===== config.mk =====
export PLATFORM = sky130hd
export DESIGN_NAME = seq_generator_moore
export DESIGN_NICKNAME = d
export VERILOG_FILES = /design/src/rtl/seq_generator_moore.sv
export SDC_FILE = /design/constraint.sdc
export NUM_CORES = 1
export LEC_CHECK = 0
export ABC_AREA = 1
export BUFFER_PORTS_ARGS = -buffer_cell sky130_fd_sc_hd__buf_2
export CAP_MARGIN = 0
export CORE_AREA = 2 2 39 41
export CTS_BUF_LIST = sky130_fd_sc_hd__clkbuf_8 sky130_fd_sc_hd__clkbuf_16
export CTS_CLUSTER_DIAMETER = 30
export DETAILED_ROUTE_END_ITERATION = 10
export DIE_AREA = 0 0 41 43
export PLACE_DENSITY = 0.61
export SLEW_MARGIN = 20
export SYNTH_ARGS = -nofsm -noshare
export SYNTH_HDL_FRONTEND = slang
export SYNTH_SLANG_ARGS = --single-unit

===== constraint.sdc =====
create_clock -name clk -period 2.1 [get_ports clk]
set_input_delay 0.105 -clock clk [delete_from_list [all_inputs] [get_ports clk]]
set_output_delay 0.105 -clock clk [all_outputs]
set_load 0.005 [all_outputs]

===== src/rtl/seq_generator_moore.sv =====
// rtl/seq_generator_moore.sv - Moore-style p1/p2 symbol pattern transmitter (optional SEQGEN_LOOP_EN)
module seq_generator_moore #(
    parameter int LEN       = 4,
    parameter int PULSE_CYC = 1,
    parameter int GAP_CYC   = 1
) (
    input  logic                       clk,
    input  logic                       reset,
    input  logic                       start,
    input  logic [LEN-1:0]             pattern,
`ifdef SEQGEN_LOOP_EN
    input  logic                       loop,
`endif
    output logic                       p1,
    output logic                       p2,
    output logic                       busy,
    output logic                       done,
    output logic [$clog2(LEN+1)-1:0]   sym_idx
);

    localparam int MAXC = (PULSE_CYC > GAP_CYC) ? PULSE_CYC : GAP_CYC;
    localparam int CW   = $clog2(MAXC + 1);
    localparam int SW   = $clog2(LEN + 1);

    localparam logic [CW-1:0] PULSE_LAST = CW'(PULSE_CYC - 1);
    // GAP is never entered when GAP_CYC is 0, so its terminal count is a don't-care then.
    localparam logic [CW-1:0] GAP_LAST   = (GAP_CYC > 0) ? CW'(GAP_CYC - 1) : '0;
    localparam logic [SW-1:0] SYM_LAST   = SW'(LEN - 1);
    localparam logic [SW-1:0] SYM_ALL    = SW'(LEN);

    typedef enum logic [1:0] {
        S_IDLE  = 2'd0,
        S_PULSE = 2'd1,
        S_GAP   = 2'd2,
        S_DONE  = 2'd3
    } state_t;

    state_t          state_q, state_d;
    logic [LEN-1:0]  shreg_q, shreg_d;
    logic [CW-1:0]   cnt_q,   cnt_d;
    logic [SW-1:0]   sym_q,   sym_d;
    logic            p1_q,    p1_d;
    logic            p2_q,    p2_d;
    logic            busy_q,  busy_d;
    logic            done_q,  done_d;
`ifdef SEQGEN_LOOP_EN
    logic [LEN-1:0]  pat_q,   pat_d;
`endif

    logic [LEN-1:0]  shifted;
    logic            last_sym;
    logic            slot_end;

    assign shifted  = shreg_q << 1;
    assign last_sym = (sym_q == SYM_LAST);

    // Next state and next registered outputs; outputs are decided together with the state
    // so that they change on the same edge and never glitch.
    always_comb begin
        state_d  = state_q;
        shreg_d  = shreg_q;
        cnt_d    = cnt_q;
        sym_d    = sym_q;
        p1_d     = p1_q;
        p2_d     = p2_q;
        busy_d   = busy_q;
        done_d   = 1'b0;
        slot_end = 1'b0;
`ifdef SEQGEN_LOOP_EN
        pat_d    = pat_q;
`endif
        case (state_q)
            S_IDLE: begin
                p1_d   = 1'b0;
                p2_d   = 1'b0;
                busy_d = 1'b0;
                if (start) begin
                    shreg_d = pattern;
                    cnt_d   = '0;
                    sym_d   = '0;
                    state_d = S_PULSE;
                    p1_d    = pattern[LEN-1];
                    p2_d    = ~pattern[LEN-1];
                    busy_d  = 1'b1;
`ifdef SEQGEN_LOOP_EN
                    pat_d   = pattern;
`endif
                end
            end
            S_PULSE: begin
                if (cnt_q == PULSE_LAST) begin
                    if (GAP_CYC > 0) begin
                        state_d = S_GAP;
                        cnt_d   = '0;
                        p1_d    = 1'b0;
                        p2_d    = 1'b0;
                    end else begin
                        slot_end = 1'b1;
                    end
                end else begin
                    cnt_d = cnt_q + CW'(1);
                end
            end
            S_GAP: begin
                if (cnt_q == GAP_LAST) begin
                    slot_end = 1'b1;
                end else begin
                    cnt_d = cnt_q + CW'(1);
                end
            end
            S_DONE: begin
                state_d = S_IDLE;
                p1_d    = 1'b0;
                p2_d    = 1'b0;
                busy_d  = 1'b0;
            end
            default: begin
                state_d = S_IDLE;
                p1_d    = 1'b0;
                p2_d    = 1'b0;
                busy_d  = 1'b0;
            end
        endcase

        // A symbol slot just finished: advance to the next symbol, wrap, or finish.
        if (slot_end) begin
            cnt_d = '0;
            if (!last_sym) begin
                shreg_d = shifted;
                sym_d   = sym_q + SW'(1);
                state_d = S_PULSE;
                p1_d    = shifted[LEN-1];
                p2_d    = ~shifted[LEN-1];
                busy_d  = 1'b1;
            end
`ifdef SEQGEN_LOOP_EN
            else if (loop) begin
                // Replays the pattern captured at start, never the live input.
                shreg_d = pat_q;
                sym_d   = '0;
                state_d = S_PULSE;
                p1_d    = pat_q[LEN-1];
                p2_d    = ~pat_q[LEN-1];
                busy_d  = 1'b1;
                done_d  = 1'b1;
            end
`endif
            else begin
                shreg_d = shifted;
                sym_d   = SYM_ALL;
                state_d = S_DONE;
                p1_d    = 1'b0;
                p2_d    = 1'b0;
                busy_d  = 1'b0;
                done_d  = 1'b1;
            end
        end
    end

    // State, datapath and output registers; reset clears everything at once.
    always_ff @(posedge clk or negedge reset) begin
        if (!reset) begin
            state_q <= S_IDLE;
            shreg_q <= '0;
            cnt_q   <= '0;
            sym_q   <= '0;
            p1_q    <= 1'b0;
            p2_q    <= 1'b0;
            busy_q  <= 1'b0;
            done_q  <= 1'b0;
`ifdef SEQGEN_LOOP_EN
            pat_q   <= '0;
`endif
        end else begin
            state_q <= state_d;
            shreg_q <= shreg_d;
            cnt_q   <= cnt_d;
            sym_q   <= sym_d;
            p1_q    <= p1_d;
            p2_q    <= p2_d;
            busy_q  <= busy_d;
            done_q  <= done_d;
`ifdef SEQGEN_LOOP_EN
            pat_q   <= pat_d;
`endif
        end
    end

    assign p1      = p1_q;
    assign p2      = p2_q;
    assign busy    = busy_q;
    assign done    = done_q;
    assign sym_idx = sym_q;

endmodule


==> metrics.txt, run 1 <==
max_slew headroom between 80 and 90%; Final Hold Fails 0; Critical path origin sym_idx[0]; crit-path max FO 4; top post-synthesis cells by area dfrtp_1 54%, nand2_1 11%, ha_1 6.7%, nand3_1 6.3%, inv_1 4.7%; Clock transition at path regs around 50 ps; initial core utilization between 40 and 50%; Peak VDD IR approximately 0.53 mV; total congestion overflow 0; antenna-violating nets left 0; first-pass GRT wire length about 1.8 mm; drt wl/cell between 10 and 15 um; DP Area approximately 640 um^2; power share of the combinational group between 30% and 40%; largest net degree at the start of global routing 13; DRC 0; Clk pwr share about a fifth; LEAKAGE about 0.38 nW; share of Yosys cell area claimed by the top area cell type between 50% and 60%; final setup skew around 1.1 ps; Max clock buf depth 2; layout cells sized above 1 about 34%; Hold WC Path Type primary input to flip-flop; Worst R2R Start sym_idx[0]; WS Path Type flip-flop to flip-flop; R2R Path End state_q[1]; Die Wd roughly 40 um; Finish-stage setup viols 0; diode count 0; Post-DP HPWL roughly 780 um; crit start category flip-flop; Pwr Total ~970 uW; Fin Setup TNS 0 ps; CP Capture Type flip-flop; post-synthesis sequential area ratio a little over half; outcome complete, no violations; Fmax slightly above 800 MHz; Cell Area, Synth between 500 and 600 um^2; Synth area leader dfrtp_1; Psw roughly 370 uW; critical path, cell by cell ha_1, ha_1, inv_1, nor2_2, o21bai_1; sequential share of power around 40%; syn_area_per_cell just over 9 um^2; Final Max Slew Viols 0; Placer Congestion between 0.7 and 0.8; Worst Path Arrival approximately 1400 ps; Async SR Flop Fraction 100.0%; most instantiated cells after synthesis 16 x nand2_1, 12 x dfrtp_1, 7 x inv_1, 7 x nand3_1; worst path required time 2220 ps; Core ar. around 1400 um^2; sw frac approximately two fifths; worst slew pin tran 285.7 ps; critical path's most frequent cell ha_1; MaxCap Viol Count 0; final worst setup slack approximately 870 ps; fin crit share between 50% and 60%; Die ar. approximately 1800 um^2; EDFF count, synth 0; slowest CP cell dfrtp_1; input/output buffers 13; distinct cell type count after synthesis 13; most numerous cell in the Yosys netlist nand2_1; post-synthesis sequential element count 12; Num CTS Buffers 3; H-tree levels 1; crit path time final around 1200 ps; die height approximately 43 um; Sink Count 12; Worst Setup EP state_q[1]; r2r setup slk ~870 ps; syn_nets 70; CTS tree done; num rows 14; Synth warnings 0; initial antenna violation count 0; Int Power roughly 600 uW; Root Buffer clkbuf_8; GRT Overall Usage between 10% and 20%; Via density roughly 4.8; io pins 14; TritonRoute pass-1 iters 4; RSZ-0062 raised after global routing no; post-layout util between 50 and 60%; WL final between 1 and 1.5 mm; Gates resized, CTS repair 0; worst reg2reg path depth 5; PwrDens roughly 1400 nW/um^2; P&R area growth vs syn 24.44%; Placement Setup Slack 864.4 ps; Clock Latency Late Sink approximately 230 ps; 1st-iter DRT viols 5; Via Count ~450; vias in the first global route around 420; final layout net count slightly below 90; Most used DFF post-synth dfrtp_1; Final Cell Area a little under 700 um^2; Mapped Cells 60; CP max stage delay 400 ps
per-layer routing:
| metal | global-route usage, % | vias to the layer above | part of all wire, % |
|---|---|---|---|
| met4 | 10.00 | 0 | 1.7 |
| met2 | 22.81 | 14 | 49 |
| li1 | - | 228 | - |
| met1 | 20.34 | 202 | 44 |
| met5 | 0 | - | 0 |
| met3 | 3.141 | 2 | 5.6 |
sequential cells by signal, summed over array words and instances, names as in the netlist:
register,flops
shreg_q,3
sym_idx,3
state_q,2
busy,1
done,1
p1,1
p2,1
cell families (layout without fill, tap and decap cells):
group                      Yosys count  count (layout)  synth area share [%]
and+or+nand+nor                     29              29                 24.67
DFF                                 12              12                 53.81
buffers and inverters                9              26                 6.055
AOI/OAI and AO/OA                    7               7                 8.745
adders and majority gates            3               3                 6.727
critical path, delay by kind of cell, from the launching register on:
kind / cells / cell delay (ps)
fa+ha+maj: 2 / 420
flops: 1 / 400
compound gates: 1 / 140
buf+inv: 1 / 100
simple gates: 1 / 50
layout make-up:
class	count	area, um^2
Fill cell	136	689.4
Sequential cell	12	300.3
Multi-Input combinational cell	39	224.0
Timing Repair Buffer	14	75.07
Clock buffer	3	41.29
Inverter	9	33.78
Tap cell	16	20.02
repair_timing:
action / in CTS / in global routing
hold buffers: 1 / 0
endpoints found under the hold margin: 12 / 0
buffers inserted: 0 / 0
layout by cell type (no fill, tap or decap), types with 3 or more instances in the layout:
cell type,netlist,final
buf_2,0,13
clkbuf_8,0,3
dfrtp_1,12,12
ha_1,3,3
inv_1,7,7
nand2_1,16,16
nand2_2,3,3
nand3_1,7,7
o21ai_0,3,3
o21ai_2,3,3
per-stage QoR:
| step | hold WS, ps | cells |
|---|---|---|
| floorplan | -190.6 | 60 |
| global route | 151.0 | 93 |
| global placement | -1.615 | 89 |
| finish | 125.5 | 93 |
| CTS | 127.3 | 93 |
| detailed placement | 1.664 | 89 |
worst min path at each step:
stage,slack [ps],cells after the start,end,startpoint
after floorplan,-190,0,busy,reset
after detailed placement,2,1,sym_idx[2],reset
after global routing,150,3,shreg_q[0],pattern[0]
after global placement,-2,1,sym_idx[2],reset
after CTS,130,3,shreg_q[0],pattern[0]
final,130,3,shreg_q[0],pattern[0]
power groups by stage:
stage	Sequential (mW)	Clock, mW	Combinational [mW]
after CTS	0.391	0.209	0.387
after global placement	0.392	0	0.377
final	0.390	0.203	0.378
after detailed placement	0.393	0	0.385
after global routing	0.404	0.220	0.449
after floorplan	0.390	0	0.265
(Power assumes the default switching activity.)
==> run 2: changes to the inputs <==
PLACE_DENSITY = 0.64   (was 0.61)
clock period = 1.04 ns   (was 2.1 ns; I/O delays follow)
==> run 2 against run 1 <==
Effect of this change: the run now ends with setup timing left; wire length rose by 3.1%; count of clock-buffer cells in the layout up 1; clock power increased by 150%; utilization increased by 6.1 points.
==> metrics.txt, run 2 (same netlist as run 1, synthesis figures left out) <==
diode count 0 (unchanged); most frequent cells in the layout 16 x nand2_1, 13 x buf_2, 11 x dfrtp_1 (was 16 x nand2_1, 13 x buf_2, 12 x dfrtp_1); Worst Hold End shreg_q[0] (unchanged); GRT Overall Usage 16.36% (was 15.71%); Worst Path Arrival 1220 ps (was 1350 ps); worst slew pin tran 273.3 ps (was 285.7 ps); vias in the first global route 454 (was 424); failing checks setup timing; crit path time final 1092 ps (was 1234 ps); Fin Setup TNS -75.94 ps (was 0 ps); CP max stage delay 410 ps (was 400 ps); DP Area 680.7 um^2 (was 643.1 um^2); Pwr Total 2.250 mW (was 971.1 uW); Max clock buf depth 2 (unchanged); HP Start pattern[0] (unchanged); Sink Count 12 (unchanged); Post-DP HPWL 832 um (was 783.9 um); critical path, cell by cell ha_4, ha_4, inv_4, nor2_2, o21bai_1 (was ha_1, ha_1, inv_1, nor2_2, o21bai_1); first-pass GRT wire length 1.883 mm (was 1.800 mm); critical path's most frequent cell ha_4 (was ha_1); Finish-stage setup viols 2 (was 0); fin crit share 105.0% (was 58.76%); Core ar. 1384 um^2 (unchanged); H-tree levels 1 (unchanged); final setup skew 4.821 ps (was 1.124 ps); TritonRoute pass-1 iters 2 (was 4); Clock transition at path regs 50 ps (about the same); Final Hold Fails 0 (unchanged); drt wl/cell 10.98 um (was 11.11 um); Via Count 445 (was 446); P&R area growth vs syn 39.69% (was 24.44%); Cells after DPL 92 (was 89); area of the multi-input gates 266.5 um^2 (was 224.0 um^2); Die Wd 41 um (unchanged); max_slew headroom 81.78% (was 80.95%); fill count 148 (was 136); MaxCap Viol Count 0 (unchanged); PwrDens 2887 nW/um^2 (was 1398 nW/um^2); R2R Path End state_q[1] (unchanged); LEAKAGE 0.4079 nW (was 0.3799 nW); layout cells sized above 1 44.44% (was 33.77%); input/output buffers 13 (unchanged); total congestion overflow 0 (unchanged); io pins 14 (unchanged); Placement Setup Slack -72.64 ps (was 864.4 ps); Die ar. 1763 um^2 (unchanged); Final Max Slew Viols 0 (unchanged); crit start category flip-flop (unchanged); setup bufs post-CTS 0 (unchanged); die height 43 um (unchanged); WL final 1.065 mm (was 1.033 mm); Hold WC Path Type primary input to flip-flop (unchanged); crit-path max FO 3 (was 4); Root Buffer clkbuf_8 (unchanged); r2r setup slk -50 ps (was 870 ps); worst path required time 1170 ps (was 2220 ps); hold path cells 3 (unchanged); fin cells 97 (was 93); slowest CP cell dfrtp_1 (unchanged); CTS tree done (unchanged); WS Path Type flip-flop to flip-flop (unchanged); CP Capture Type flip-flop (unchanged); DRC 0 (unchanged); num rows 14 (unchanged); worst reg2reg path depth 5 (unchanged); final layout net count 92 (was 89); Placer Congestion 0.7564 (was 0.7019); outcome finished, violations left (was complete, no violations); final worst setup slack -52.40 ps (was 866.0 ps); antenna-violating nets left 0 (unchanged); Num CTS Buffers 3 (unchanged); register area 301.5 um^2 (was 300.3 um^2); Via density 4.588 (was 4.796); 1st-iter DRT viols 1 (was 5); Clock Latency Late Sink 240 ps (was 230 ps); initial antenna violation count 0 (unchanged); Peak VDD IR 1.336 mV (was 0.5328 mV); commonest non-fill, non-tap cell in the layout nand2_1 (unchanged); Fmax 915.4 MHz (was 810.4 MHz); Final Cell Area 779.5 um^2 (was 694.4 um^2); RSZ-0062 raised after global routing yes (was no); largest net degree at the start of global routing 13 (unchanged); initial core utilization 40.33% (unchanged); Worst R2R Start sym_idx[0] (unchanged)
==> run 2: worst max-delay path by stage <==
stage,endpoint,from,slack (ps)
after floorplan,state_q[1],sym_idx[0],-70
after global placement,state_q[1],sym_idx[0],-60
after detailed placement,state_q[1],sym_idx[0],-70
after CTS,state_q[1],sym_idx[0],-70
after global routing,state_q[1],sym_idx[1],-80
final,state_q[1],sym_idx[0],-50
==> run 2: timing repair <==
| item | CTS | global route |
|---|---|---|
| gates resized for setup | 3 | 7 |
| cloned | 0 | 0 |
| hold endpoints to repair | 12 | 0 |
| hold buffers | 1 | 0 |
| setup endpoints to repair | 5 | 10 |
| pin swaps | 1 | 3 |
==> run 2: cell type report <==
cell class                 count  area share [%]
sequential                    12           38.68
multi-input combinational     39           34.19
timing repair buffer          17           12.52
clock buffer                   4           7.063
inverter                       9           4.976
tap                           16           2.568
==> run 2: worst max-delay path: cells and delay by family, from the launching register on <==
kind	cells	cell delay [ps]
flip-flops	1	410
adder cells (fa/ha/maj)	2	330
AO/OA/AOI/OAI	1	140
buffers and inverters	1	50
AND/OR/NAND/NOR	1	40
==> run 2: report_power, final <==
group | switching, mW | total [mW] | leakage (nW) | internal (mW)
combinational | 0.521 | 0.952 | 0.226 | 0.431
sequential | 0.145 | 0.794 | 0.153 | 0.649
clock | 0.171 | 0.505 | 0.0288 | 0.334
total | 0.836 | 2.25 | 0.408 | 1.41
==> run 2: per-stage QoR <==
step,utilization (%),hold slack [ps]
final,56.33,45.95
after global routing,56.33,78.70
after CTS,54.79,67.81
after detailed placement,49.19,-55.48
after global placement,49.19,-53.21
after floorplan,-,-243.6
==> run 2: per-layer routing <==
| metal | track usage, % | vias to the layer above | part of all wire [%] |
|---|---|---|---|
| li1 | - | 234 | - |
| met1 | 20.74 | 201 | 42 |
| met2 | 22.50 | 10 | 52 |
| met3 | 9.424 | 0 | 6.1 |
| met4 | 6.000 | 0 | 0 |
| met5 | 0 | - | 0 |
